[config.mk]
export PLATFORM = sky130hd
export DESIGN_NAME = rom_sequencer
export DESIGN_NICKNAME = d
export VERILOG_FILES = /design/src/rtl/rom_seq_pkg.sv /design/src/rtl/rom_sequencer.sv
export SDC_FILE = /design/constraint.sdc
export NUM_CORES = 1
export LEC_CHECK = 0
export BUFFER_PORTS_ARGS = -buffer_cell sky130_fd_sc_hd__clkbuf_2
export CORE_MARGIN = 10
export CORE_UTILIZATION = 28
export CTS_CLUSTER_SIZE = 28
export DETAILED_ROUTE_END_ITERATION = 6
export GPL_TIMING_DRIVEN = 0
export PLACE_DENSITY = 0.49
export SETUP_SLACK_MARGIN = 0.02
export SLEW_MARGIN = 20
export SYNTH_ARGS = -nofsm -noshare
export SYNTH_HDL_FRONTEND = slang
export SYNTH_SLANG_ARGS = --single-unit
[constraint.sdc]
create_clock -name clk -period 1.3 [get_ports clk]
set_input_delay 0.195 -clock clk [delete_from_list [all_inputs] [get_ports clk]]
set_output_delay 0.195 -clock clk [all_outputs]
set_load 0.1 [all_outputs]
[src/rtl/rom_seq_pkg.sv]
// Shared definitions for the control-ROM sequencer: state encoding, default
// widths and the bit positions of the fields inside one control word.
package rom_seq_pkg;

  // Default ROM geometry: 8 addresses of 4-bit control words.
  localparam int SEQ_ADDR_W = 3;
  localparam int SEQ_CTRL_W = 4;

  // Control word layout: {alu_sel[1:0], mux_sel, load}.
  localparam int ALU_SEL_MSB = 3;
  localparam int ALU_SEL_LSB = 2;
  localparam int MUX_SEL_BIT = 1;
  localparam int LOAD_BIT    = 0;

  // Sequencer states. Everything except IDLE counts as busy.
  typedef enum logic [1:0] {
    IDLE = 2'd0,
    RUN  = 2'd1,
    DONE = 2'd2
  } seq_state_e;

endpackage : rom_seq_pkg

[src/rtl/rom_sequencer.sv]
// Control-ROM reader: on start, walks a program counter through ROM
// addresses 0..LAST_ADDR, registers each returned control word and drives
// alu_sel / mux_sel / load to the datapath with a start/busy/done handshake.
//
// Optional build macro ROM_SEQUENCER_LOOP_EN adds a 'loop' input. When it is
// high as the last word is fetched, the program restarts at address 0 without
// a bubble instead of passing through DONE.
//
// LAST_ADDR must be less than 2**ADDR_W; the pc never counts past it.
module rom_sequencer
  import rom_seq_pkg::*;
#(
  parameter int ADDR_W    = SEQ_ADDR_W,
  parameter int CTRL_W    = SEQ_CTRL_W,
  parameter int LAST_ADDR = 6
) (
  input  logic              clk,
  input  logic              rst,
  input  logic              start,
  input  logic              stall,
`ifdef ROM_SEQUENCER_LOOP_EN
  input  logic              loop,
`endif
  output logic [ADDR_W-1:0] rom_addr,
  input  logic [CTRL_W-1:0] rom_data,
  output logic [1:0]        alu_sel,
  output logic              mux_sel,
  output logic              load,
  output logic              busy,
  output logic              done
);

  // Final pc value, truncated to the counter width.
  localparam logic [ADDR_W-1:0] LAST_PC = LAST_ADDR[ADDR_W-1:0];
  localparam logic [ADDR_W-1:0] PC_ONE  = {{(ADDR_W-1){1'b0}}, 1'b1};

  seq_state_e        state_q, state_d;
  logic [ADDR_W-1:0] pc_q,    pc_d;
  logic [CTRL_W-1:0] ctrl_q,  ctrl_d;
  logic              valid_q, valid_d;
  logic              done_q,  done_d;

  // pc at the last address: the word being fetched now ends a pass.
  logic              at_last;
  // Loop request, forced low when the loop feature is not built in.
  logic              loop_req;

  assign at_last = (pc_q == LAST_PC);

`ifdef ROM_SEQUENCER_LOOP_EN
  assign loop_req = loop;
`else
  assign loop_req = 1'b0;
`endif

  // State register: reset wins over start and stall.
  always_ff @(posedge clk) begin
    if (rst) begin
      state_q <= IDLE;
      pc_q    <= '0;
      ctrl_q  <= '0;
      valid_q <= 1'b0;
      done_q  <= 1'b0;
    end else begin
      state_q <= state_d;
      pc_q    <= pc_d;
      ctrl_q  <= ctrl_d;
      valid_q <= valid_d;
      done_q  <= done_d;
    end
  end

  // Next-state logic: stall freezes every register in RUN and DONE.
  always_comb begin
    state_d = state_q;
    pc_d    = pc_q;
    ctrl_d  = ctrl_q;
    valid_d = valid_q;
    done_d  = done_q;

    unique case (state_q)
      IDLE: begin
        // ctrl_q is left alone so alu_sel/mux_sel keep their last value.
        valid_d = 1'b0;
        done_d  = 1'b0;
        if (start) begin
          pc_d    = '0;
          state_d = RUN;
        end
      end

      RUN: begin
        if (!stall) begin
          ctrl_d  = rom_data;
          valid_d = 1'b1;
          if (at_last) begin
            // The word captured now is the last of this pass.
            done_d = 1'b1;
            if (loop_req) begin
              pc_d = '0;
            end else begin
              state_d = DONE;
            end
          end else begin
            pc_d   = pc_q + PC_ONE;
            done_d = 1'b0;
          end
        end
      end

      DONE: begin
        if (!stall) begin
          state_d = IDLE;
          valid_d = 1'b0;
          done_d  = 1'b0;
          pc_d    = '0;
        end
      end

      default: begin
        state_d = IDLE;
        valid_d = 1'b0;
        done_d  = 1'b0;
        pc_d    = '0;
      end
    endcase
  end

  // Datapath-facing outputs. load is masked by stall so a frozen cycle never
  // loads the same word twice; the word loads on its last presented cycle.
  always_comb begin
    rom_addr = pc_q;
    alu_sel  = ctrl_q[ALU_SEL_MSB:ALU_SEL_LSB];
    mux_sel  = ctrl_q[MUX_SEL_BIT];
    load     = ctrl_q[LOAD_BIT] & valid_q & ~stall;
    busy     = (state_q != IDLE);
    done     = done_q;
  end

endmodule : rom_sequencer

---- Word-level counts from Yosys, hierarchy flattened ----
Index checks and enable logic that the tools add are counted.
cells by class
  $add $sub $neg .......................... 1
  equality and inequality tests ........... 8
  mux-type cells .......................... 16
  bitwise gates (word level) .............. 3
  reduce and logical (&&, ||, !) cells .... 6
operators by type and width
  kind                   count
  $mux W3                4
  $ne A2 B2 Y1 const B   5
  $pmux W3 S3            1
  $mux W2                4
  $reduce_and A4 Y1      2
  $pmux W2 S3            1
  $mux W1                4
  $pmux W1 S2            2
  $reduce_and A2 Y1      2
  $add A3 B1 Y3 const B  1
  $eq A3 B3 Y1 const B   1
  $and A1 B1 Y1          2
  $eq A2 B1 Y1 const B   1
  $eq A2 B2 Y1 const B   1
  $logic_not A2 Y1       1
  $reduce_bool A2 Y1     1
  $not A1 Y1             1
word-level totals
  register bits ........................... 11
  output and inout bits ................... 9

---- Longest topological paths before layout ----
  depth after elaboration ................. 4
  depth in mapped cells ................... 6
  depth with buffers taken out ............ 6

---- Worst setup path before layout ----
No wires, ideal clock.
  kind .................................... register -> register
  start ................................... register pc_q[0], in the netlist rom_addr[0]
  end ..................................... register pc_q[0], in the netlist rom_addr[0]
  library setup time ...................... 0.075 ns
  arrival time ............................ 2.161 ns
  required time ........................... 1.225 ns
  path slack .............................. -0.936 ns
  cell stages (with the launch flop) ...... 7
  path buffers ............................ 0
  clock period less this slack ............ 2.236 ns
  cells stage by stage .................... dfxtp_1 -> inv_1 -> ha_1 -> nand2_1 -> a22oi_2 -> or4b_1 -> a31oi_1
between the ends
  longest elaborated chain between the ends .. 4
  elaborated cells between the ends (all ways) .. 7
ends and longest elaborated chain
  item                    RTL line              text
  from (decl)             rom_sequencer.sv:38   logic [ADDR_W-1:0] pc_q, pc_d;
  from (signal assigned)  rom_sequencer.sv:66   pc_q <= pc_d;
  $add A3 B1 Y3           rom_sequencer.sv:105  pc_d = pc_q + PC_ONE;
  $mux W3                 rom_sequencer.sv:96   if (at_last) begin
  $mux W3                 rom_sequencer.sv:93   if (!stall) begin
  $pmux W3 S3             rom_sequencer.sv:81   unique case (state_q)
Parallel ways exist; a longest one is shown, timed or not. The select of a mux whose other input is x is not followed.
A chain may end at the register's enable or synchronous reset.

---- Final worst setup path ----
Ends and elaborated chain as after synthesis.

==> impl_metrics.yaml <==
die:
  dieHeight_um: 64.1
  ios: 17
  die_x_um: 64.1
  initial_core_util_pct: 30.5
  core_area_um2: 1780
  dieArea_um2: 4110
  num_rows: 15
timing:
  worstMarginPinSlew_ns: 0.543
  skew_ns: 0.00174
  rsz0062_at_grt: "yes"
  hold_viol: 0
  setup_ws_ns: -0.0585
  max_freq_mhz: 736
  finalCriticalPeriod_ns: 1.36
  max_slew_margin_pct: 63.9
  maxSlewViolCount: 0
  holdWs_ns: 0.165
  fin_crit_sh_pct: 105
  setup_viol: 1
critical_path:
  cpMaxStageDelayCell: "or4b_1"
  crit_chain: "inv_2, ha_4, nand2_4, a22oi_2, or4b_1, a31oi_1"
  end_kind: "flop"
  rr_endpoint: "rom_addr[0]"
  timing.rr.start: "rom_addr[0]"
  r2r_setup_slack_ns: -0.06
  cp-start-kind: "flop"
  cp_slowest_stage_delay_ns: 0.46
  cp_max_fo: 2
  crit_required_ns: 1.48
  worstPathArrival_ns: 1.54
  crit_type: "flop to flop"
  rr_worst_depth: 6
clocking:
  cts.clk_slew.worst_paths_ns: 0.07
  cts_buffer_depth: 2
  clk_latency_ns: 0.26
  cts_root_buffer: "clkbuf_4"
  numCtsBuffers: 3
  hold_buffers: 0
  cts_max_level: 1
  clock-sinks: 11
  cts_tree: "done"
synthesis:
  syn-cell-area_um2: 544
  synth_nets: 76
  synth-seq-area-share_pct: 40.5
  synth_cells: 66
  postSynthAreaPerCell_um2: 8.25
  synth_cell_type_count: 24
  ys_warn_count: 0
  ys_ff_latch: 11
placed_design:
  gp_congestion: 0.735
  place_ws_ns: -0.185
  place_area_um2: 689
  dp_hpwl_um: 977
  portBuffers: 16
run:
  maxCapViolCount: 0
final_layout:
  mostFrequentLayoutCell: "nor2_1"
  drive_gt1_share_pct: 45.6
  fillers: 182
  layout_common_cells: "10 x nor2_1, 9 x clkbuf_2, 8 x buf_4"
  fin_nets: 101
  areaGrowthSynthToFinish_pct: 47.6
  fin_area_um2: 803
  antenna_cells: 0
routing:
  drtIter0Drc: 7
  wl_per_cell_um: 11.5
  wirelength_um: 1320
  num_vias: 509
  routed_via_density: 4.43
  drc_errors: 0
  ant_nets: 0
  drtPass1Iterations: 4
pwr:
  leakagePower_nw: 0.365
  power_per_cell_area_nw_per_um2: 944
  irDropWorstVdd_mv: 0.472
hold_path:
  hold_path_startpoint: "rom_data[3]"
  holdPathStages: 3
  holdPathEnd: "ctrl_q[3]"
  min_path_type: "input pin to flop"
status:
  status: "finished, violations left"
  violations: "negative setup slack"
global_route:
  overflow: 0
  grtUsageTotal_pct: 6.85
  antenna_found_initial: 0
  grt_max_degree: 11
  grt_pass1_wl_um: 2250
  grt_pass1_vias: 501
## cell usage after synthesis (all sizes together)
library cell	count	area, µm²
inv	3	11.3
and3	1	6.26
nor2	12	45.0
o21ai	5	25.0
mux2i	4	40.0
clkbuf	1	3.75
buf	3	20.0
nor3	1	5.00
ha	2	25.0
and2b	1	7.51
nand2	3	11.3
a31oi	2	12.5
or4b	1	10.0
nand3	5	25.0
nand3b	1	7.51
or2b	1	7.51
nor3b	1	7.51
nand2b	1	6.26
nor2b	2	12.5
dfxtp	11	220
a21oi	3	15.0
a22oi	2	20.0
## through the flow
stage,util [%],power [mW],TNS [ns],cells
2_1_floorplan,-,0.476,-0.301,66
3_3_place_gp,38.7,0.509,-0.579,107
3_5_place_dp,38.7,0.510,-0.553,107
4_1_cts,44.2,0.776,-0.101,114
5_1_grt,45.1,0.798,-0.339,115
6_report,45.1,0.758,-0.0585,115
## kinds of logic after synthesis
family                     Yosys count  share of synthesized area, %
adders and majority gates            2                          4.60
AOI/OAI and AO/OA                   12                          13.3
buffers and inverters                7                          6.43
DFF                                 11                          40.5
muxes                                4                          7.36
and+or+nand+nor                     30                          27.8
## critical path, delay by kind of cell (launching register included)
kind | cells | cell delay (ns)
AO/OA/AOI/OAI | 2 | 0.21
adder cells (fa/ha/maj) | 1 | 0.16
buffers and inverters | 1 | 0.04
AND/OR/NAND/NOR | 2 | 0.52
flip-flops | 1 | 0.35
## worst max path at each step
| stage | start | end | slack [ns] |
|---|---|---|---|
| 2_1_floorplan | rom_addr[0] | rom_addr[0] | -0.30 |
| 3_3_place_gp | state_q[0] | rom_addr[0] | -0.18 |
| 3_5_place_dp | state_q[1] | rom_addr[0] | -0.18 |
| 4_1_cts | rom_addr[0] | rom_addr[0] | -0.10 |
| 5_1_grt | rom_addr[0] | rom_addr[0] | -0.15 |
| 6_report | rom_addr[0] | rom_addr[0] | -0.06 |
## area by class of cell
class / instances / area [µm²] / area share [%]
Inverter: 3 / 11.3 / 1.40
Sequential cell: 11 / 238 / 29.6
Timing Repair Buffer: 21 / 148 / 18.4
Tap cell: 25 / 31.3 / 3.89
Multi-Input combinational cell: 48 / 330 / 41.1
Clock buffer: 4 / 26.3 / 3.27
Buffer: 3 / 18.8 / 2.34
## repair_timing
item                       4_1_cts  5_1_grt
setup endpoints to repair       12        8
resized for setup               15        5
buffers inserted                 4        1
pin swaps                        2        4
## power breakdown
group	leakage [nW]	internal, mW	switching, mW
combinational	0.256	0.0591	0.112
sequential	0.0934	0.343	0.0104
clock	0.0150	0.119	0.115
total	0.365	0.521	0.238
## registers in the layout, summed over array words and instances, names as in the netlist
register  cells
ctrl_q        4
done          1
rom_addr      3
state_q       2
valid_q       1
## metal layers
layer | global-route usage (%) | vias up | wire, µm
li1 | - | 272 | -
met3 | 2.61 | 2 | 64
met5 | 0 | - | 0
met1 | 8.18 | 229 | 591
met2 | 10.2 | 6 | 653
met4 | 4.01 | 0 | 12
Power figures use the tool's default switching activity.
